**src/rtl/alu_pkg.sv**
```systemverilog
// Shared ALU types: data width, divide ops, divider FSM states.
// No ports; imported by the divider and its step datapath.
package alu_pkg;

  localparam int XLEN = 32;

  typedef enum logic [1:0] {
    DIV  = 2'b00,
    DIVU = 2'b01,
    REM  = 2'b10,
    REMU = 2'b11
  } div_op_t;

  typedef enum logic [1:0] {
    IDLE = 2'b00,
    CALC = 2'b01,
    DONE = 2'b10
  } div_state_t;

endpackage

```
**src/rtl/div_step.sv**
```systemverilog
// One restoring-division iteration: shift in a dividend bit, trial-subtract.
// Ports: rem/next_bit/divisor in; rem_next and quo_bit out.
module div_step
  import alu_pkg::*;
#(
  parameter int WIDTH = XLEN
) (
  input  logic [WIDTH-1:0] rem,
  input  logic             next_bit,
  input  logic [WIDTH-1:0] divisor,
  output logic [WIDTH-1:0] rem_next,
  output logic             quo_bit
);

  logic [WIDTH:0] shifted;
  logic [WIDTH:0] diff;

  // rem < divisor on entry, so the shifted value needs one extra bit
  // and a non-negative difference always fits back into WIDTH bits.
  always_comb begin
    shifted  = {rem, next_bit};
    diff     = shifted - {1'b0, divisor};
    quo_bit  = ~diff[WIDTH];
    rem_next = quo_bit ? diff[WIDTH-1:0]
                       : shifted[WIDTH-1:0];
  end

endmodule

```
**src/rtl/iter_divider.sv**
```systemverilog
// Multi-cycle RV32M DIV/DIVU/REM/REMU unit, one quotient bit per cycle.
// Ports: clk, rst, start, op, dividend, divisor -> busy, done, result.
module iter_divider
  import alu_pkg::*;
#(
  parameter int WIDTH = XLEN
) (
  input  logic             clk,
  input  logic             rst,
  input  logic             start,
  input  logic [1:0]       op,
  input  logic [WIDTH-1:0] dividend,
  input  logic [WIDTH-1:0] divisor,
  output logic             busy,
  output logic             done,
  output logic [WIDTH-1:0] result
);

  localparam int CW = $clog2(WIDTH);
  localparam logic [CW-1:0] LAST = CW'(WIDTH - 1);
  localparam logic [WIDTH-1:0] MIN_NEG =
    {1'b1, {(WIDTH-1){1'b0}}};

  div_state_t state;

  logic             want_rem;
  logic             q_neg;
  logic             r_neg;
  logic             spec;
  logic [WIDTH-1:0] spec_res;
  logic [WIDTH-1:0] quo;
  logic [WIDTH-1:0] rem;
  logic [WIDTH-1:0] dsr;
  logic [CW-1:0]    cnt;

  logic             is_signed;
  logic             is_rem;
  logic             a_sign;
  logic             b_sign;
  logic [WIDTH-1:0] a_mag;
  logic [WIDTH-1:0] b_mag;
  logic             div_zero;
  logic             ovf;
  logic [WIDTH-1:0] spec_val;
  logic             accept;
  logic [WIDTH-1:0] rem_nx;
  logic             qbit;
  logic [WIDTH-1:0] fixed;

  always_comb begin
    is_signed = 1'b0;
    is_rem    = 1'b0;
    unique case (div_op_t'(op))
      DIV:  is_signed = 1'b1;
      DIVU: is_signed = 1'b0;
      REM: begin
        is_signed = 1'b1;
        is_rem    = 1'b1;
      end
      REMU: is_rem = 1'b1;
      default: ;
    endcase
  end

  assign a_sign = is_signed & dividend[WIDTH-1];
  assign b_sign = is_signed & divisor[WIDTH-1];
  assign a_mag  = a_sign ? -dividend : dividend;
  assign b_mag  = b_sign ? -divisor : divisor;

  assign div_zero = (divisor == '0);
  assign ovf = is_signed
             & (dividend == MIN_NEG)
             & (divisor == '1);

  // Divide-by-zero wins over overflow; it can't overlap anyway.
  always_comb begin
    if (div_zero)
      spec_val = is_rem ? dividend : '1;
    else
      spec_val = is_rem ? '0 : dividend;
  end

  // DONE may accept too, giving back-to-back issue.
  assign accept = start & (state != CALC);

  div_step #(
    .WIDTH(WIDTH)
  ) u_step (
    .rem     (rem),
    .next_bit(quo[WIDTH-1]),
    .divisor (dsr),
    .rem_next(rem_nx),
    .quo_bit (qbit)
  );

  always_comb begin
    if (spec)
      fixed = spec_res;
    else if (want_rem)
      fixed = r_neg ? -rem : rem;
    else
      fixed = q_neg ? -quo : quo;
  end

  // Outputs are registered from the state of the previous cycle,
  // so busy/done/result trail the FSM by one edge.
  always_ff @(posedge clk) begin
    if (rst) begin
      state    <= IDLE;
      busy     <= 1'b0;
      done     <= 1'b0;
      result   <= '0;
      want_rem <= 1'b0;
      q_neg    <= 1'b0;
      r_neg    <= 1'b0;
      spec     <= 1'b0;
      spec_res <= '0;
      quo      <= '0;
      rem      <= '0;
      dsr      <= '0;
      cnt      <= '0;
    end else begin
      busy <= (state == CALC);
      done <= (state == DONE);
      if (state == DONE)
        result <= fixed;

      if (accept) begin
        want_rem <= is_rem;
        q_neg    <= a_sign ^ b_sign;
        r_neg    <= a_sign;
        spec     <= div_zero | ovf;
        spec_res <= spec_val;
        quo      <= a_mag;
        rem      <= '0;
        dsr      <= b_mag;
        cnt      <= '0;
        state    <= (div_zero | ovf) ? DONE : CALC;
      end else begin
        unique case (state)
          CALC: begin
            quo <= {quo[WIDTH-2:0], qbit};
            rem <= rem_nx;
            cnt <= cnt + 1'b1;
            if (cnt == LAST)
              state <= DONE;
          end
          DONE:    state <= IDLE;
          default: state <= IDLE;
        endcase
      end
    end
  end

endmodule

```
**config.mk**
```make
export PLATFORM = sky130hd
export DESIGN_NAME = iter_divider
export DESIGN_NICKNAME = d
export VERILOG_FILES = /design/src/rtl/alu_pkg.sv /design/src/rtl/div_step.sv /design/src/rtl/iter_divider.sv
export SDC_FILE = /design/constraint.sdc
export NUM_CORES = 1
export LEC_CHECK = 0
export ABC_AREA = 1
export BUFFER_PORTS_ARGS = -buffer_cell sky130_fd_sc_hd__buf_2
export CORE_MARGIN = 4
export CORE_UTILIZATION = 42
export DETAILED_ROUTE_END_ITERATION = 12
export SLEW_MARGIN = 0
export SYNTH_ARGS = -nofsm -noshare
export SYNTH_HDL_FRONTEND = slang
export SYNTH_SLANG_ARGS = --single-unit
```
**constraint.sdc**
```tcl
create_clock -name clk -period 2.5 [get_ports clk]
set_input_delay 0.5 -clock clk [delete_from_list [all_inputs] [get_ports clk]]
set_output_delay 0.5 -clock clk [all_outputs]
set_load 0.02 [all_outputs]
```
==> flow_metrics.tcl <==
set metrics [dict create \
    area_delta_synth_final_pct 14.8 \
    drcViolationCount 0 \
    syn_inst 2389 \
    synthesis.nets 2498 \
    fin_crit_ps 2440 \
    critPathMaxFanout 12 \
    drtAntennaViolNets 0 \
    final_nets 2610 \
    cp.arrival_ps 2810 \
    yosysUniqueCellTypes 50 \
    synth.largest_area_cell "dfxtp_1" \
    min-delay-start "divisor[4]" \
    min_period_over_period 0.975 \
    placed_cells 2910 \
    routabilityCongestion 1.02 \
    gr-usage-all-layers 0.295 \
    wl_per_cell_um 18.4 \
    power_frac_clock 0.302 \
    numCtsBuffers 17 \
    ys.flop_type "dfxtp_1" \
    yosys-top-cells-count "nand2_1 (710), inv_1 (366), nand3_1 (242), a21oi_1 (202), dfxtp_1 (173)" \
    finalSetupViolCount 0 \
    holdWs_ps 347 \
    cap_violations 0 \
    hpwl_um 42800 \
    num_rows 65 \
    syn-cell-area_mm2 0.0137 \
    drv_slew 0 \
    critPathRequiredTime_ps 2870 \
    holdPathStages 3 \
    fp.dieH_um 189 \
    grt_pass1_wl_um 82200 \
    drt_pre_antenna_iters 5 \
    final_core_util 0.493 \
    total_power_mw 8.76 \
    grt_pass1_vias 14000 \
    drtIter0Drc 1719 \
    n_antenna_cell 0 \
    holdBufCountCts 0 \
    root_buffer "clkbuf_16" \
    die_w_um 189 \
    switchingPower_mw 3.46 \
    multiInputGateArea_mm2 0.00849 \
    synthArstFlopShare 0 \
    power_density_mw_per_mm2 557 \
    wl_um 54200 \
    reg2reg_slack_ps 60 \
    htreeDepth 4 \
    cp-start-kind "flip-flop" \
    die_area_mm2 0.0356 \
    synth_area_leaders "dfxtp_1 (25%), nand2_1 (19%), inv_1 (10%)" \
    p_seq_frac 0.344 \
    max_freq_mhz 410 \
    grt_antenna_before_repair 0 \
    fill_cells 3466 \
    hold_class "in -> reg" \
    clkSinkCount 173 \
    yosys_warnings 0 \
    synth_top_area_frac 0.253 \
    synth.most_common_cell "nand2_1" \
    slew_headroom 0.561 \
    yosysSeqAreaShare 0.253 \
    power_frac_comb 0.354 \
    core_mm2 0.0319 \
    regArea_mm2 0.00346 \
    r2r_cells 15 \
    cp-end-kind "flip-flop" \
    grt_max_degree 59 \
    drive_gt1_frac 0.112 \
    critical_path_class "reg -> reg" \
    crit_start "rem[22]" \
    num_io_pins 103 \
    ys_seq_elements 173 \
    switching_share 0.395 \
    grt-ovfl-total 0 \
    layout.cells.non_filler 2949 \
    vias 16000 \
    clock_path_buffers 2 \
    io_buffers 102 \
    tns_ps 0 \
    cts_tree "done" \
    synth_edf_count 0 \
    holdPathEnd "dsr[4]" \
    start_util 0.430 \
    avgViaCountPerCell 5.41 \
    vdd_drop_max_mv 0.506 \
    synth.avg_cell_area_um2 5.73 \
    clk_pin_slew_worst_paths_ps 70 \
    insertion_delay_ps 450 \
    p_leak_nw 7.76 \
    r2r_start "rem[22]" \
    outcome "finished, final reports clean" \
    fin_skew_ps 13.2 \
    rr_endpoint "rem[10]" \
    final-hold-violation-count 0 \
    internal_power_mw 5.30 \
    worstMarginPinSlew_ps 656 \
]
-- per-stage QoR --
step                      cell area, um2  setup WS (ps)
after floorplan                    13700            335
after global placement             15000           21.4
after detailed placement           15000          0.603
after CTS                          15600           3.59
after global routing               15700          -36.4
final                              15700           61.7
-- cells by family (layout without fill, tap and decap cells) --
group,Yosys count,count (layout),synth area share
AO/OA/AOI/OAI,452,452,0.179
XOR/XNOR,23,23,0.0147
adder cells (fa/ha/maj),40,40,0.0371
buffers and inverters,468,592,0.135
flip-flops,173,173,0.253
AND/OR/NAND/NOR,1233,1234,0.382
-- what timing repair did --
action,CTS,global route
pin swaps,1,5
cloned,0,3
endpoints found under the setup margin,1,33
buffers inserted,1,3
resized for setup,0,24
-- metal layers --
| layer | part of all wire | track usage | vias to the layer above | wire, um |
|---|---|---|---|---|
| li1 | - | - | 7953 | - |
| met1 | 0.49 | 0.457 | 7343 | 26600 |
| met2 | 0.40 | 0.405 | 596 | 21500 |
| met3 | 0.092 | 0.0697 | 60 | 4960 |
| met4 | 0.022 | 0.0754 | 0 | 1180 |
| met5 | 0 | 0 | - | 0 |
-- worst max-delay path, stage by stage (launching register included) --
cell and delay [ps]:
dfxtp_1 510, ha_1 360, nand2_1 160, inv_2 50, nand2_1 60, nand2_1 60
inv_1 60, nand2_1 120, a21oi_4 210, nand2_2 100, nand2_2 120, nand2_8 100
clkbuf_16 190, nand2_1 60, nand3_1 70, a21oi_1 140
-- layout make-up --
| cell class | instances | share of cell area |
|---|---|---|
| multi-input cells | 1749 | 0.540 |
| flip-flops and latches | 173 | 0.220 |
| inverters | 377 | 0.0899 |
| repair buffers | 183 | 0.0799 |
| well taps | 435 | 0.0346 |
| clock buffers | 22 | 0.0289 |
| clock inverters | 10 | 0.00676 |
-- power by group through the flow --
| stage | registers [mW] | logic, mW | clock network, mW |
|---|---|---|---|
| 5_1_grt | 3.03 | 3.43 | 2.82 |
| 3_5_place_dp | 3.07 | 2.94 | 0 |
| 6_report | 3.01 | 3.10 | 2.65 |
| 2_1_floorplan | 3.06 | 1.96 | 0 |
| 3_3_place_gp | 3.07 | 2.93 | 0 |
| 4_1_cts | 3.01 | 2.96 | 2.70 |
-- state kept, by name (all words and copies together) (netlist names) --
signal    flops
dsr          32
quo          32
rem          32
result       32
spec_res     32
cnt           5
state         2
busy          1
done          1
q_neg         1
r_neg         1
spec          1
want_rem      1
-- worst max-delay path by stage --
| stage | end | slack [ps] |
|---|---|---|
| after floorplan | rem[6] | 330 |
| after global placement | dsr[22] | 20 |
| after detailed placement | dsr[22] | 0.6 |
| after CTS | rem[27] | 4 |
| after global routing | rem[27] | -40 |
| final | rem[10] | 60 |
-- placed cells by master (no fill, tap or decap), types with 11 or more instances in the layout --
cell	netlist	layout
nand3_1	242	239
o211ai_1	11	11
a21oi_1	202	202
nor3_1	42	42
clkbuf_16	0	19
nor2_2	6	11
o22ai_1	27	27
buf_4	1	70
dfxtp_1	173	172
xor2_1	19	19
buf_2	14	102
o21ai_1	26	26
inv_1	366	363
nand2_2	12	14
nand4_1	27	27
ha_1	39	34
inv_2	8	11
o21ai_0	146	146
nand2_1	710	707
nor2_1	160	154
Power figures use the tool's default switching activity.
